$ cat src/rtl/pc_sequencer_if.sv
// Fetch/issue bus of the program-counter sequencer: instruction-memory
// request/ready, the instruction handed to execute, and the accept/jump
// feedback from execute. All buses are [0:15] (bit 0 is the MSB).
interface pc_sequencer_if;
  logic        o_memReq;
  logic [0:15] o_memAddr;
  logic        i_memReady;
  logic [0:15] i_memData;
  logic [0:15] o_instr;
  logic        o_instrValid;
  logic        i_take;
  logic        i_isJump;
  logic        i_cond;
  logic [0:15] i_jTarget;
  logic [0:15] o_pc;
  logic        o_jumped;
  logic [0:15] o_retired;

  // Sequencer side
  modport master (
    output o_memReq, o_memAddr, o_instr, o_instrValid, o_pc, o_jumped, o_retired,
    input  i_memReady, i_memData, i_take, i_isJump, i_cond, i_jTarget
  );

  // Memory / execute side
  modport slave (
    input  o_memReq, o_memAddr, o_instr, o_instrValid, o_pc, o_jumped, o_retired,
    output i_memReady, i_memData, i_take, i_isJump, i_cond, i_jTarget
  );
endinterface

$ cat src/rtl/pc_sequencer.sv
// Program counter and single-word instruction fetch sequencer.
// IDLE (one cycle after reset) -> FETCH (request until memory ready)
// -> ISSUE (hold instruction until execute takes it) -> FETCH ...
// On take the PC moves to the jump target for a taken jump, else PC+1.
module pc_sequencer #(
  parameter logic [0:15] RESET_VEC = 16'h0000
) (
  input  logic            i_clk,
  input  logic            i_rst_n,
  pc_sequencer_if.master  bus
);

  typedef enum logic [1:0] {
    IDLE  = 2'd0,
    FETCH = 2'd1,
    ISSUE = 2'd2
  } state_t;

  state_t      state_q, state_d;
  logic [0:15] pc_q, pc_d;
  logic [0:15] instr_q, instr_d;
  logic        jumped_q, jumped_d;
  logic [0:15] retired_q, retired_d;
  logic        taken;

  // Next-state logic: memory ready only matters in FETCH, execute inputs only in ISSUE
  always_comb begin
    state_d   = state_q;
    pc_d      = pc_q;
    instr_d   = instr_q;
    jumped_d  = 1'b0;
    retired_d = retired_q;
    taken     = bus.i_isJump & bus.i_cond;
    case (state_q)
      IDLE: begin
        state_d = FETCH;
      end
      FETCH: begin
        if (bus.i_memReady) begin
          instr_d = bus.i_memData;
          state_d = ISSUE;
        end
      end
      ISSUE: begin
        if (bus.i_take) begin
          pc_d      = taken ? bus.i_jTarget : pc_q + 16'd1;
          retired_d = retired_q + 16'd1;
          jumped_d  = taken;
          state_d   = FETCH;
        end
      end
      default: begin
        state_d = IDLE;
      end
    endcase
  end

  // State registers with synchronous active-low reset
  always_ff @(posedge i_clk) begin
    if (!i_rst_n) begin
      state_q   <= IDLE;
      pc_q      <= RESET_VEC;
      instr_q   <= 16'h0000;
      jumped_q  <= 1'b0;
      retired_q <= 16'h0000;
    end else begin
      state_q   <= state_d;
      pc_q      <= pc_d;
      instr_q   <= instr_d;
      jumped_q  <= jumped_d;
      retired_q <= retired_d;
    end
  end

  // Handshake strobes are pure state decodes, so they can never overlap
  assign bus.o_memReq     = (state_q == FETCH);
  assign bus.o_instrValid = (state_q == ISSUE);
  assign bus.o_memAddr    = pc_q;
  assign bus.o_pc         = pc_q;
  assign bus.o_instr      = instr_q;
  assign bus.o_jumped     = jumped_q;
  assign bus.o_retired    = retired_q;

endmodule
$ cat src/flat_wrapper.sv
// flat-port wrapper written by rule: the top's interface ports become plain ports
module pc_sequencer_flat 
#(
  parameter logic [0:15] RESET_VEC = 16'h0000
)
  (i_clk, i_rst_n, bus_o_memReq, bus_o_memAddr, bus_o_instr, bus_o_instrValid, bus_o_pc, bus_o_jumped, bus_o_retired, bus_i_memReady, bus_i_memData, bus_i_take, bus_i_isJump, bus_i_cond, bus_i_jTarget);
  pc_sequencer_if bus_i ();
  input  logic i_clk;
  input  logic i_rst_n;
  output wire logic [$bits(bus_i.o_memReq)-1:0] bus_o_memReq;
  output wire logic [$bits(bus_i.o_memAddr)-1:0] bus_o_memAddr;
  output wire logic [$bits(bus_i.o_instr)-1:0] bus_o_instr;
  output wire logic [$bits(bus_i.o_instrValid)-1:0] bus_o_instrValid;
  output wire logic [$bits(bus_i.o_pc)-1:0] bus_o_pc;
  output wire logic [$bits(bus_i.o_jumped)-1:0] bus_o_jumped;
  output wire logic [$bits(bus_i.o_retired)-1:0] bus_o_retired;
  input wire logic [$bits(bus_i.i_memReady)-1:0] bus_i_memReady;
  input wire logic [$bits(bus_i.i_memData)-1:0] bus_i_memData;
  input wire logic [$bits(bus_i.i_take)-1:0] bus_i_take;
  input wire logic [$bits(bus_i.i_isJump)-1:0] bus_i_isJump;
  input wire logic [$bits(bus_i.i_cond)-1:0] bus_i_cond;
  input wire logic [$bits(bus_i.i_jTarget)-1:0] bus_i_jTarget;
  assign bus_o_memReq = bus_i.o_memReq;
  assign bus_o_memAddr = bus_i.o_memAddr;
  assign bus_o_instr = bus_i.o_instr;
  assign bus_o_instrValid = bus_i.o_instrValid;
  assign bus_o_pc = bus_i.o_pc;
  assign bus_o_jumped = bus_i.o_jumped;
  assign bus_o_retired = bus_i.o_retired;
  assign bus_i.i_memReady = bus_i_memReady;
  assign bus_i.i_memData = bus_i_memData;
  assign bus_i.i_take = bus_i_take;
  assign bus_i.i_isJump = bus_i_isJump;
  assign bus_i.i_cond = bus_i_cond;
  assign bus_i.i_jTarget = bus_i_jTarget;
  pc_sequencer #(.RESET_VEC(RESET_VEC)) u_core (.i_clk(i_clk), .i_rst_n(i_rst_n), .bus(bus_i));
endmodule
$ cat config.mk
export PLATFORM = sky130hd
export DESIGN_NAME = pc_sequencer_flat
export DESIGN_NICKNAME = d
export VERILOG_FILES = /design/src/rtl/pc_sequencer_if.sv /design/src/rtl/pc_sequencer.sv /design/src/flat_wrapper.sv
export SDC_FILE = /design/constraint.sdc
export NUM_CORES = 1
export LEC_CHECK = 0
export CAP_MARGIN = 20
export CORE_UTILIZATION = 25
export DETAILED_ROUTE_END_ITERATION = 7
export PLACE_DENSITY = 0.53
export SETUP_SLACK_MARGIN = 0.2
export SLEW_MARGIN = 20
export SYNTH_ARGS = -nofsm -noshare
export SYNTH_HDL_FRONTEND = slang
export SYNTH_SLANG_ARGS = --single-unit
$ cat constraint.sdc
create_clock -name i_clk -period 2.7 [get_ports i_clk]
set_clock_uncertainty 0.2 [all_clocks]
set_input_delay 0.54 -clock i_clk [delete_from_list [all_inputs] [get_ports i_clk]]
set_output_delay 0.54 -clock i_clk [all_outputs]
set_load 0.05 [all_outputs]
* Word-level counts from Yosys, hierarchy flattened
Cells that the tools add are included.
** Storage, ports and cells
- Bits in registers :: 51
- Latch bits :: 0
- RAM bits :: 0
- Memory bits (read-only) :: 0
- Output and inout bits :: 67
- Logic and storage cells :: 21
- Memories :: 0
** Cells by class
- Add/subtract/negate cells :: 2
- Multipliers :: 0
- Divide/modulo/power cells :: 0
- $lt $le $gt $ge :: 0
- Equality and inequality tests :: 4
- Shifts and indexed selects :: 0
- Multiplexer cells :: 4
- Bitwise gates (word level) :: 1
- Reduce and logical (&&, ||, !) cells :: 5
** Operators by type and width (number)
- 16-bit by 1-bit adder with 16-bit output (second input constant) :: 2
- 16-bit two-way mux :: 1
- 2-bit case mux with 3 select lines :: 1
- 2-bit AND reduction :: 3
- 2-bit two-way mux :: 2
- 2-bit by 1-bit inequality test with 1-bit output (second input constant) :: 2
- 3-bit AND reduction :: 1
- 2-bit by 1-bit equality test with 1-bit output (second input constant) :: 1
- 2-bit equality test (second input constant) :: 1
- 2-bit logical NOT :: 1
- 1-bit bitwise AND :: 1

* Depth between registers and ports, before layout
Gate-level depths: netlist of the first run.
- Depth after elaboration :: 3
- Gate-level depth with buffers :: 6

* Least setup slack after synthesis of the first run
Ideal clock, no wire load.
- Kind :: reg-to-reg
- From :: reg u_core.pc_q, in the netlist u_core.bus.o_memAddr[13]
- To :: reg u_core.pc_q, in the netlist u_core.bus.o_memAddr[2]
- Setup time :: 74 ps
- Arrival time :: 2129 ps
- Path slack :: 297 ps
- Stages on the path, launching flop included :: 5
- Cells stage by stage :: dfxtp_1 > nand4_2 > or4_1 > or4_1 > a31oi_1
** On the way
- Cells in the longest elaborated chain, start to end :: 2
** Ends and longest elaborated chain
- start: declaration :: RTL line pc_sequencer.sv:20 : logic [0:15] pc_q, pc_d;
- start signal: assignment :: RTL line pc_sequencer.sv:68 : pc_q <= pc_d;
- 16-bit by 1-bit adder with 16-bit output :: RTL line pc_sequencer.sv:46 : pc_d = taken ? bus.i_jTarget : pc_q + 16'd1;
- 16-bit two-way mux :: RTL line pc_sequencer.sv:46
Every way passes these cells.
A chain may end at the register's enable or synchronous reset.

* Worst setup path in the final report of the first run
- From :: reg u_core.pc_q, in the netlist u_core.bus.o_memAddr[4]
- To :: out bus_o_pc[11]
** RTL lines
- end: declaration :: RTL line flat_wrapper.sv:14 : output wire logic [$bits(bus_i.o_pc)-1:0] bus_o_pc;
No word-level cell between the ends.

==> results of run 1 <==
-- power by group through the flow --
stage | Clock (W) | Combinational, W | Sequential, W
detailed placement | 0 | 0.000266 | 0.000804
CTS | 0.000550 | 0.000266 | 0.000787
global placement | 0 | 0.000265 | 0.000804
global route | 0.000576 | 0.000283 | 0.000790
finish | 0.000526 | 0.000263 | 0.000787
floorplan | 0 | 0.0000914 | 0.000857
-- stage by stage --
| step | area [µm²] | power [W] | hold slack [ns] |
|---|---|---|---|
| detailed placement | 3620 | 0.00107 | 0.248 |
| global route | 3730 | 0.00165 | 0.280 |
| global placement | 3620 | 0.00107 | 0.244 |
| finish | 3730 | 0.00158 | 0.257 |
| CTS | 3720 | 0.00160 | 0.263 |
| floorplan | 2500 | 0.000948 | 0.343 |
-- state kept, by name, indices dropped and copies added (netlist names) --
register,cells
u_core.bus.o_jumped,1
u_core.bus.o_memAddr,16
u_core.bus.o_instr,16
u_core.state_q,2
u_core.bus.o_retired,16
-- metal layers --
layer  vias to the layer above  wire length [µm]  part of all wire  track usage
met5                         -                 0                 0            0
met4                         0                78             0.011       0.0462
met3                         5               316             0.044       0.0239
met2                        53              3400              0.47        0.236
met1                      1173              3460              0.48        0.187
li1                       1299                 -                 -            -
-- worst paths after layout --
path                                               from                                   end  depth (start not counted)
hold reg to reg      u_core.bus.o_instr[7]$_SDFFE_PN0P_    u_core.bus.o_instr[7]$_SDFFE_PN0P_                          2
hold / removal       u_core.bus.o_instr[7]$_SDFFE_PN0P_    u_core.bus.o_instr[7]$_SDFFE_PN0P_                          2
setup reg to reg  u_core.bus.o_memAddr[15]$_SDFFE_PN0P_  u_core.bus.o_memAddr[3]$_SDFFE_PN0P_                          5
setup / recovery   u_core.bus.o_memAddr[4]$_SDFFE_PN0P_                          bus_o_pc[11]                          1
-- tightest hold or removal path, cell delays in order (launching register included) --
cell     delay [ns]
dfxtp_1        0.32
nand2_1        0.05
a21oi_1        0.05
-- kinds of logic after synthesis --
logic type | Yosys count | share of synthesized area
muxes | 3 | 0.0125
DFF | 51 | 0.408
xor gates and xnor gates | 9 | 0.0315
AOI/OAI and AO/OA | 69 | 0.165
buffers and inverters | 40 | 0.0845
and+or+nand+nor | 144 | 0.288
adders and majority gates | 2 | 0.0100
-- cell usage in the layout (no fill, tap or decap), drive strengths merged, types with 4 or more instances in the layout --
cell / Yosys / layout
clkbuf: 18 / 5
nor2: 20 / 20
a21oi: 34 / 34
or4: 9 / 9
or3: 4 / 4
inv: 5 / 5
a31oi: 4 / 4
xor2: 6 / 6
o21ai: 9 / 9
dfxtp: 51 / 51
nand3: 16 / 16
clkdlybuf4s50: 0 / 100
buf: 17 / 10
nand4: 12 / 12
nand2: 56 / 56
nor4: 6 / 6
-- area by class of cell --
type | instances | area [µm²] | share of cell area
Clock buffer | 5 | 68.8 | 0.0185
Clock inverter | 2 | 37.5 | 0.0101
Inverter | 5 | 18.8 | 0.00503
Multi-Input combinational cell | 227 | 1270 | 0.340
Sequential cell | 51 | 1020 | 0.274
Tap cell | 133 | 166 | 0.0446
Timing Repair Buffer | 114 | 1150 | 0.308
-- what timing repair did --
action,CTS,global route
resized for setup,1,3
hold buffers,0,0
setup endpoints to repair,1,3
pin swaps,0,0
==> run metrics, run 1 <==
clock buffer depth=2; Ant. Diodes=0; R2R Setup Slk=around 0.44 ns; routed length per instance=13.5 µm; internal power=0.00115 W; core area=0.00973 mm²; Sw Pwr=~0.00042 W; drt drc=0; Critical Path End Type=primary output; Nets=about 440; Critical Path RT=1.96 ns; DRT iter0 DRCs=90; DIE HEIGHT=102 µm; fin crit period=2.41 ns; Critical Path Fanout Max=8; initial core utilization=0.257; switch share=0.268; post-synth top area cell=dfxtp_1; Clock Sinks=51; #FFs+latches synth=between 50 and 60; family with the most delay on the worst path=buffers and inverters; RSZ-0062 raised after global routing=false; total gr overflow=0; Max Slew Vio Count=0; synth top area cells=dfxtp_1, nand2_1, a21oi_1; post-layout util=0.383; Fill cells=1021; Setup Buffers After CTS=0; Hold Crit Class=reg2reg; clock latency on the worst-skew pair=approximately 0.30 ns; status=finished, final reports clean; crit path max-delay cell type=clkdlybuf4s50_1; Clk pwr share=0.334; Crit path arrival time=1.67 ns; CP Class=reg2out; post-route setup slack=0.287 ns; DP HPWL=between 5000 and 6000 µm; headroom to the max-slew limit=0.634; all-layer global routing usage=0.142; LEAKAGE=1.27 nW; first-pass GRT wire length=approximately 12000 µm; Syn. warnings=0; Setup Slack @ Placement=0.231 ns; vias in the first global route=between 2k and 2.5k; port bufs=104; post-route ant nets=0; area of the mapped netlist=around 0.0025 mm²; antenna violations before repair=0; sequential share of power=0.499; I/O pin count=105; Commonest cells post-synth=nand2_1, dfxtp_1, a21oi_1; die width=102 µm; critical-path cell list=clkdlybuf4s50_1; num rows=36; die area=~0.010 mm²; Final Hold Vio Count=0; number of iterations in the first detailed-routing pass=4; H-Tree Depth=2; placed cell count=530; CTS tree=built; syn_nets=between 300 and 400; Async SR Flop Fraction=0; combinational power share=0.167; vias per cell=4.71; GP Congestion=0.844; FMAX=slightly above 0.4 GHz; Synth Flop Type=dfxtp_1; max-cap viol count=0; share of the synthesized area in the top cell type=0.408; final setup fails=0; fraction of layout cells with a size suffix above 1=0.0569; Worst IR Drop VDD=approximately 0.27 mV; Cell Pwr Density=423 mW/mm²; total number of vias=2530; final setup TNS=0 ns; Netlist cell types=45; sequential-to-total area share from yosys stat=0.408; final non-filler cell total=537; cts bufs inserted=5; fin crit share=0.894; final wirelength=7250 µm; crit path buf inv count=1; clk root buf=clkbuf_8; syn_area_per_cell=7.87 µm²; clock-pin transition on the worst setup and hold timing paths=0.09 ns; most common cell in the netlist=nand2_1; worst slew pin tran=0.548 ns; largest net degree at the start of global routing=26; Mapped Cells=318; slowest stage delay, CP=0.87 ns; Post-synth EDFFs=0; startpoint types=flop; Syn-to-layout area delta=49.1%
Power figures use the tool's default switching activity.
==> run 2: changes to the inputs <==
--- a/config.mk
+++ b/config.mk
@@ -6,10 +6,13 @@
 export NUM_CORES = 1
 export LEC_CHECK = 0
 export CAP_MARGIN = 20
+export CORE_MARGIN = 4
 export CORE_UTILIZATION = 25
+export CTS_CLUSTER_DIAMETER = 60
 export DETAILED_ROUTE_END_ITERATION = 7
 export PLACE_DENSITY = 0.53
 export SETUP_SLACK_MARGIN = 0.2
+export SKIP_CTS_REPAIR_TIMING = 1
 export SLEW_MARGIN = 20
 export SYNTH_ARGS = -nofsm -noshare
 export SYNTH_HDL_FRONTEND = slang
==> run 2 against run 1 <==
Cell area grew 0.50%. Largest cell class unchanged. Largest power group unchanged. Global-route usage decreased by 1.3 points. Setup slack got worse by 0.028 ns. Wire length grew 4.6%. Sequential share of layout area fell by 0.14 points. Critical path depth unchanged. Register-to-register slack about the same. First-iteration DRC count up 10%. Highest routed layer unchanged. Total power increased by 2.2%. Utilization hardly changed.
==> run metrics, run 2 (same netlist as run 1, synthesis figures left out) <==
total number of vias=2547 (+0.67%); LEAKAGE=1.29 nW (+1.8%); vias per cell=4.74 (+0.67%); Ant. Diodes=0 (unchanged); clk root buf=clkbuf_8; FMAX=0.410 GHz (-1.1%); max-cap viol count=0 (unchanged); hold path cells=2 (unchanged); Clock Sinks=51 (unchanged); final setup TNS=0 ns (unchanged); drt drc=0 (unchanged); RSZ-0062 raised after global routing=false; num rows=36 (unchanged); Syn-to-layout area delta=49.8%; headroom to the max-slew limit=0.639 (+0.00520); Register-to-Register Path Depth=4 (-1); worst r2r src=u_core.bus.o_memAddr[13]$_SDFFE_PN0P_; port bufs=104 (unchanged); cts bufs inserted=5 (unchanged); core area=0.00977 mm² (+0.46%); H-Tree Depth=2 (unchanged); CTS tree=built; critical path startpoint=u_core.bus.o_memAddr[11]$_SDFFE_PN0P_; Fill cells=1046 (+2.4%); vias in the first global route=2352 (+3.4%); fraction of layout cells with a size suffix above 1=0.0569 (unchanged); Crit path arrival time=1.70 ns (+0.03 ns); area of the multi-input gates=0.00127 mm² (unchanged); crit path max-delay cell type=clkdlybuf4s50_1; number of iterations in the first detailed-routing pass=4 (unchanged); clock-pin transition on the worst setup and hold timing paths=0.10 ns (about the same); placed cell count=529 (-0.19%); final setup fails=0 (unchanged); GP Congestion=0.798 (-5.4%); largest net degree at the start of global routing=28 (+7.7%); r2r endpoint=u_core.bus.o_memAddr[2]$_SDFFE_PN0P_; antenna violations before repair=0 (unchanged); worst slew pin tran=0.541 ns (-0.00696 ns); critical-path cell list=clkdlybuf4s50_1; DIE HEIGHT=108 µm (+5.9%); Worst Hold End=u_core.bus.o_instr[6]$_SDFFE_PN0P_; Critical Path Fanout Max=9 (+1); routed length per instance=14.1 µm (+4.6%); Critical Path End Type=primary output; CP Class=reg2out; Max Slew Vio Count=0 (unchanged); commonest non-fill, non-tap cell in the layout=clkdlybuf4s50_1; R2R Setup Slk=0.43 ns (about the same); total gr overflow=0 (unchanged); clock buffer depth=2 (unchanged); first-pass GRT wire length=12200 µm (+5.2%); Hold Path Origin=u_core.bus.o_instr[6]$_SDFFE_PN0P_; Final Hold Vio Count=0 (unchanged); die area=0.0117 mm² (+12%); most frequent cells in the layout=clkdlybuf4s50_1, nand2_1, dfxtp_1; initial core utilization=0.256 (-0.00119); Cell Pwr Density=429 mW/mm² (+1.6%); post-route ant nets=0 (unchanged); DRT iter0 DRCs=99 (+10%); status=finished, final reports clean; crit path buf inv count=1 (unchanged); I/O pin count=105 (unchanged); DP HPWL=5540 µm (+4.0%); Hold WS=0.256 ns (-0.000796 ns); slowest stage delay, CP=0.87 ns (about the same); clock latency on the worst-skew pair=0.31 ns (about the same); Nets=443 (-0.23%); fin crit period=2.44 ns (+0.0279 ns); all-layer global routing usage=0.130 (-0.0125); final wirelength=7590 µm (+4.6%); Worst IR Drop VDD=0.217 mV (-19%); fin crit share=0.904 (+0.0103); die width=108 µm (+5.9%); Critical Path RT=1.96 ns (about the same); family with the most delay on the worst path=buffers and inverters; final non-filler cell total=537 (unchanged); Hold Crit Class=reg2reg; Sequential cell area=0.00102 mm² (unchanged); startpoint types=flop
==> run 2: cell types whose count changed in the layout (fill, tap and decap cells not counted), sizes merged <==
cell	previous run	this run
buf	10	9
clkinv	0	1
clkinvlp	1	0
dlygate4sd2	1	0
dlymetal6s2s	3	4
inv	5	6
==> run 2: how the worst max path moves through the flow <==
stage / end / slack [ns] / cells after the start
finish: bus_o_pc[4] / 0.26 / 1
global route: bus_o_memAddr[4] / 0.21 / 1
CTS: bus_o_instrValid / 0.14 / 2
detailed placement: u_core.bus.o_retired[1]$_SDFFE_PN0P_ / 0.25 / 5
global placement: u_core.bus.o_retired[1]$_SDFFE_PN0P_ / 0.27 / 5
floorplan: u_core.bus.o_memAddr[2]$_SDFFE_PN0P_ / 0.30 / 4
==> run 2: layer usage <==
| metal | vias up | track usage | share of wire |
|---|---|---|---|
| li1 | 1294 | - | - |
| met1 | 1169 | 0.173 | 0.45 |
| met2 | 75 | 0.209 | 0.48 |
| met3 | 9 | 0.0251 | 0.053 |
| met4 | 0 | 0.0460 | 0.014 |
| met5 | - | 0 | 0 |
==> run 2: layout make-up <==
class,instances,area share
clock buffers,5,0.0184
clock inverters,3,0.0127
inverters,5,0.00501
multi-input cells,227,0.339
flip-flops and latches,51,0.272
well taps,133,0.0444
repair buffers,113,0.308
==> run 2: where the power goes <==
part / total [W] / internal, W / switching (W)
logic: 0.000263 / 0.000113 / 0.000150
registers: 0.000787 / 0.000770 / 0.0000167
clock network: 0.000560 / 0.000282 / 0.000278
==> run 2: worst register-to-register path: stages (launching register included) <==
cell	delay, ns
dfxtp_1	0.50
nand4_2	0.20
or4_1	0.61
or4_1	0.53
a31oi_1	0.16
==> run 2: per-stage QoR <==
| step | power (W) | setup WS [ns] | util | instance area, µm² |
|---|---|---|---|---|
| detailed placement | 0.00107 | 0.253 | 0.371 | 3620 |
| floorplan | 0.000948 | 0.297 | - | 2500 |
| finish | 0.00161 | 0.259 | 0.384 | 3750 |
| global placement | 0.00107 | 0.272 | 0.371 | 3620 |
| CTS | 0.00164 | 0.141 | 0.382 | 3740 |
| global route | 0.00168 | 0.205 | 0.384 | 3750 |
==> run 3: changes to the inputs <==
==> constraint.sdc (replaced) <==
create_clock -name i_clk -period 2.7 [get_ports i_clk]
set_clock_uncertainty 0.2 [all_clocks]
set_input_delay 0.54 -clock i_clk [delete_from_list [all_inputs] [get_ports i_clk]]
set_output_delay 0.54 -clock i_clk [all_outputs]
set_load 0.1 [all_outputs]
==> run 3 against run 2 <==
Combinational power rose by 29%. Die area unchanged. Global-route usage shrank 0.34 points. First-iteration DRC count rose by 20%. Largest cell class unchanged. Flip-flop and latch count is the same. Largest power group unchanged. Non-clock buffer count grew 3. Highest routed layer unchanged.
==> run metrics, run 3 (same netlist as run 1, synthesis figures left out) <==
status=finished, final reports clean; Final Hold Vio Count=0 (unchanged); Setup Slack @ Placement=0.238 ns (-0.0148 ns); clk root buf=clkbuf_8; total gr overflow=0 (unchanged); DRT iter0 DRCs=119 (+20%); clock-pin transition on the worst setup and hold timing paths=0.10 ns (about the same); post-route ant nets=0 (unchanged); FMAX=0.466 GHz (+14%); Critical Path End Type=flop; Cell Pwr Density=449 mW/mm² (+4.6%); Register-to-Register Path Depth=5 (+1); startpoint types=flop; num rows=36 (unchanged); all-layer global routing usage=0.126 (-0.00342); family with the most delay on the worst path=simple AND/OR/NAND/NOR gates; RSZ-0062 raised after global routing=false; Syn-to-layout area delta=42.8%; I/O pin count=105 (unchanged); largest net degree at the start of global routing=28 (unchanged); CTS tree=built; DP HPWL=5660 µm (+2.2%); Clock Sinks=51 (unchanged); Worst IR Drop VDD=0.188 mV (-13%); vias per cell=4.67 (-1.5%); drt drc=0 (unchanged); slowest stage delay, CP=0.51 ns (-0.36 ns); post-route setup slack=0.554 ns (+0.295 ns); post-layout util=0.366 (-0.0179); crit path max-delay cell type=or4_1; number of cells on the critical path=5 (+4); Fill cells=1062 (+1.5%); fin crit period=2.15 ns (-0.295 ns); die width=108 µm (unchanged); crit path buf inv count=0 (-1); Ant. Diodes=0 (unchanged); vias in the first global route=2319 (-1.4%); max-cap viol count=0 (unchanged); routed length per instance=13.8 µm (-2.0%); final non-filler cell total=540 (+0.56%); headroom to the max-slew limit=0.615 (-0.0241); Crit path arrival time=2.18 ns (+0.48 ns); initial core utilization=0.256 (unchanged); final setup fails=0 (unchanged); placed cell count=532 (+0.57%); Nets=446 (+0.68%); DIE HEIGHT=108 µm (unchanged); GP Congestion=0.810 (+1.5%); Max Slew Vio Count=0 (unchanged); most frequent cells in the layout=buf_4, nand2_1, clkdlybuf4s50_1; fraction of layout cells with a size suffix above 1=0.270 (+0.213); H-Tree Depth=2 (unchanged); worst slew pin tran=0.576 ns (+0.0356 ns); final setup TNS=0 ns (unchanged); clock buffer depth=2 (unchanged); Critical Path RT=2.74 ns (+0.78 ns); fin crit share=0.795 (-0.109); core area=0.00977 mm² (unchanged); port bufs=104 (unchanged); commonest non-fill, non-tap cell in the layout=buf_4; Hold Crit Class=reg2reg; hold path cells=2 (unchanged); antenna violations before repair=0 (unchanged); critical-path cell list=ha_1, nand4_1, or4_1, o31a_1, o211ai_1; clock latency on the worst-skew pair=0.31 ns (about the same); die area=0.0117 mm² (unchanged); cts bufs inserted=5 (unchanged); final wirelength=7470 µm (-1.5%); LEAKAGE=1.36 nW (+5.5%); Critical Path Fanout Max=7 (-2); first-pass GRT wire length=11900 µm (-2.5%); number of iterations in the first detailed-routing pass=5 (+1); total number of vias=2523 (-0.94%); CP Class=reg2reg
## run 3: per-stage QoR
stage | total power [W] | instance area (µm²) | hold WS, ns
detailed placement | 0.00115 | 3470 | 0.251
floorplan | 0.00103 | 2520 | 0.353
finish | 0.00161 | 3570 | 0.258
global placement | 0.00115 | 3470 | 0.247
global route | 0.00167 | 3570 | 0.285
CTS | 0.00163 | 3570 | 0.264
## run 3: where the power goes
group | internal, W | total [W] | switching, W
combinational | 0.000106 | 0.000339 | 0.000233
clock | 0.000210 | 0.000480 | 0.000270
sequential | 0.000770 | 0.000788 | 0.0000174
## run 3: final timing paths
path | endpoint | slack (ns) | start
min reg2reg | u_core.bus.o_instr[5]$_SDFFE_PN0P_ | 0.26 | u_core.bus.o_instr[5]$_SDFFE_PN0P_
max | u_core.bus.o_memAddr[3]$_SDFFE_PN0P_ | 0.55 | u_core.bus.o_memAddr[15]$_SDFFE_PN0P_
min | u_core.bus.o_instr[5]$_SDFFE_PN0P_ | 0.26 | u_core.bus.o_instr[5]$_SDFFE_PN0P_
max reg2reg | u_core.bus.o_memAddr[3]$_SDFFE_PN0P_ | 0.55 | u_core.bus.o_memAddr[15]$_SDFFE_PN0P_
## run 3: per-layer routing
layer | track usage | routed length, µm | up-vias
met2 | 0.212 | 3630 | 59
met3 | 0.0275 | 460 | 2
li1 | - | - | 1296
met5 | 0 | 0 | -
met4 | 0.0325 | 54 | 0
met1 | 0.164 | 3330 | 1166
## run 3: worst min-delay path, delay by kind of cell, from the launching register on
kind	cells	cell delay, ns
AO/OA/AOI/OAI	1	0.05
AND/OR/NAND/NOR	1	0.05
flip-flops	1	0.32
## run 3: area by class of cell
class	instances	area [µm²]	area share
Multi-Input combinational cell	227	1270	0.356
Sequential cell	51	1040	0.291
Timing Repair Buffer	116	976	0.273
Tap cell	133	166	0.0466
Clock buffer	6	82.6	0.0231
Inverter	5	18.8	0.00525
Clock inverter	2	16.3	0.00455
==> edit (settings of run 3) <==
Re-encode `state_t` (3 states) as one-hot, 3 bits wide.
--- a/src/rtl/pc_sequencer.sv
+++ b/src/rtl/pc_sequencer.sv
@@ -10,10 +10,10 @@
   pc_sequencer_if.master  bus
 );
 
-  typedef enum logic [1:0] {
-    IDLE  = 2'd0,
-    FETCH = 2'd1,
-    ISSUE = 2'd2
+  typedef enum logic [2:0] {
+    IDLE  = 3'b001,
+    FETCH = 3'b010,
+    ISSUE = 3'b100
   } state_t;
 
   state_t      state_q, state_d;
Check against the original RTL: same outputs for any inputs over 10 cycles, from zero or initial values and one cycle with i_rst_n low; not proved beyond that.
==> edit against run 3 <==
Routed wire length rose by 2.3%. Via count up 2.8%. Sequential power hardly changed. Sequential share of layout area about the same. Sequential cell count rose by 1. Area after synthesis up 1.6%. Critical path depth is 2 lower. Core utilization increased by 0.57 points. Power fell by 3.9%. Design area is 2.0% higher. Worst setup slack improved by 2.5 ps. Highest routed layer unchanged.
==> edit: results (changes against run 3) <==
CP startpoint - u_core.state_q[2]
routability cong. - 0.8067 (-0.42%)
main area contributors after synthesis - dfxtp_1 41%, nand2_1 7.8%, a21oi_1 7.3%, buf_4 4.7%, nand3_1 3.7%
vias in the first global route - 2349 (+1.3%)
origin of the worst min-delay path - u_core.bus.o_instr[14]
layout cells sized above 1 - 0.2445 (-0.02577)
met1 GRT Util - 0.1797 (+0.01525)
Post-Synth XOR/XNOR Area - 0.02756 (-0.003941)
Seq/Total Area, Yosys - 0.4094 (+0.001449)
DR WL met3 - 533 um (+16%)
initial DRC count - 143 (+20%)
first-pass GRT wire length - 11890 um (+0.23%)
mux cell area share after synthesis - 0.003937 (-0.008563)
GR Util met2 - 0.1955 (-0.01676)
status - finished, final reports clean
HPWL Detailed - 5442 um (-3.9%)
Compound-Gate Fraction of Synth Area - 0.1727 (+0.007236)
pin count of the biggest net entering global routing - 48 (+71%)
Routed WL - 7644 um (+2.3%)
peak supply drop - 0.1920 mV (+1.9%)
nets - 448 (+0.45%)
vias per cell - 4.786 (+2.4%)
length of the first detailed-routing pass in iterations - 4 (-1)
critical path class - reg -> out
flop2flop setup slack - 600 ps (+50 ps)
WL met1 - 3730 um (+12%)
worst slew pin tran - 576.1 ps (-0.05382 ps)
GRT Total Usage - 0.1264 (about the same)
Reg clk slew, reported paths - 100 ps (about the same)
worst slack at placement - 230.5 ps (-7.412 ps)
slowest stage delay, CP - 460 ps (-50 ps)
wire length on met2 - 3338 um (-8.1%)
Synth Area in Adders - 0.009843 (-0.0001575)
Arrival @ worst endpoint - 1400 ps (-780 ps)
slowest CP cell - dfxtp_1
ratio of final minimum period to clock period - 0.7939 (-0.0009296)
Seq. pwr - 791 uW (about the same)
Static Leakage - 1.347 nW (-0.87%)
R2R Path End - u_core.bus.o_memAddr[1]
Critical Path Sink - bus_o_instrValid
Yosys cell types - 42 (-6.7%)
## edit: cell count changes in the layout (fill, tap and decap cells not counted), sizes merged, moves of 4 or more
cell / change
nor3: +5
o21ai: +7
or3: +7
buf: -4
nor2: -7
## edit: final cells by class
cell class	count	area, um^2
fill	1051	6173
multi-input combinational	232	1311
sequential	52	1062
timing repair buffer	112	970.9
tap	133	166.4
clock buffer	7	107.6
inverter	5	18.77
clock inverter	1	8.758
## edit: stage by stage
stage | cells | total power, mW | cell area (um^2) | utilization | hold slack (ps)
after floorplan | 323 | 0.9305 | 2580 | - | 359.0
after global placement | 534 | 1.023 | 3530 | 0.3595 | 243.7
after detailed placement | 534 | 1.025 | 3530 | 0.3595 | 249.6
after CTS | 542 | 1.573 | 3646 | 0.3713 | 264.2
after global routing | 542 | 1.615 | 3646 | 0.3713 | 284.2
final | 542 | 1.544 | 3646 | 0.3713 | 259.0
## edit: critical path: cells and delay by family, from the launching register on
kind                   cells  cell delay, ps
and+or+nand+nor            1             320
buffers and inverters      2             320
DFF                        1             460
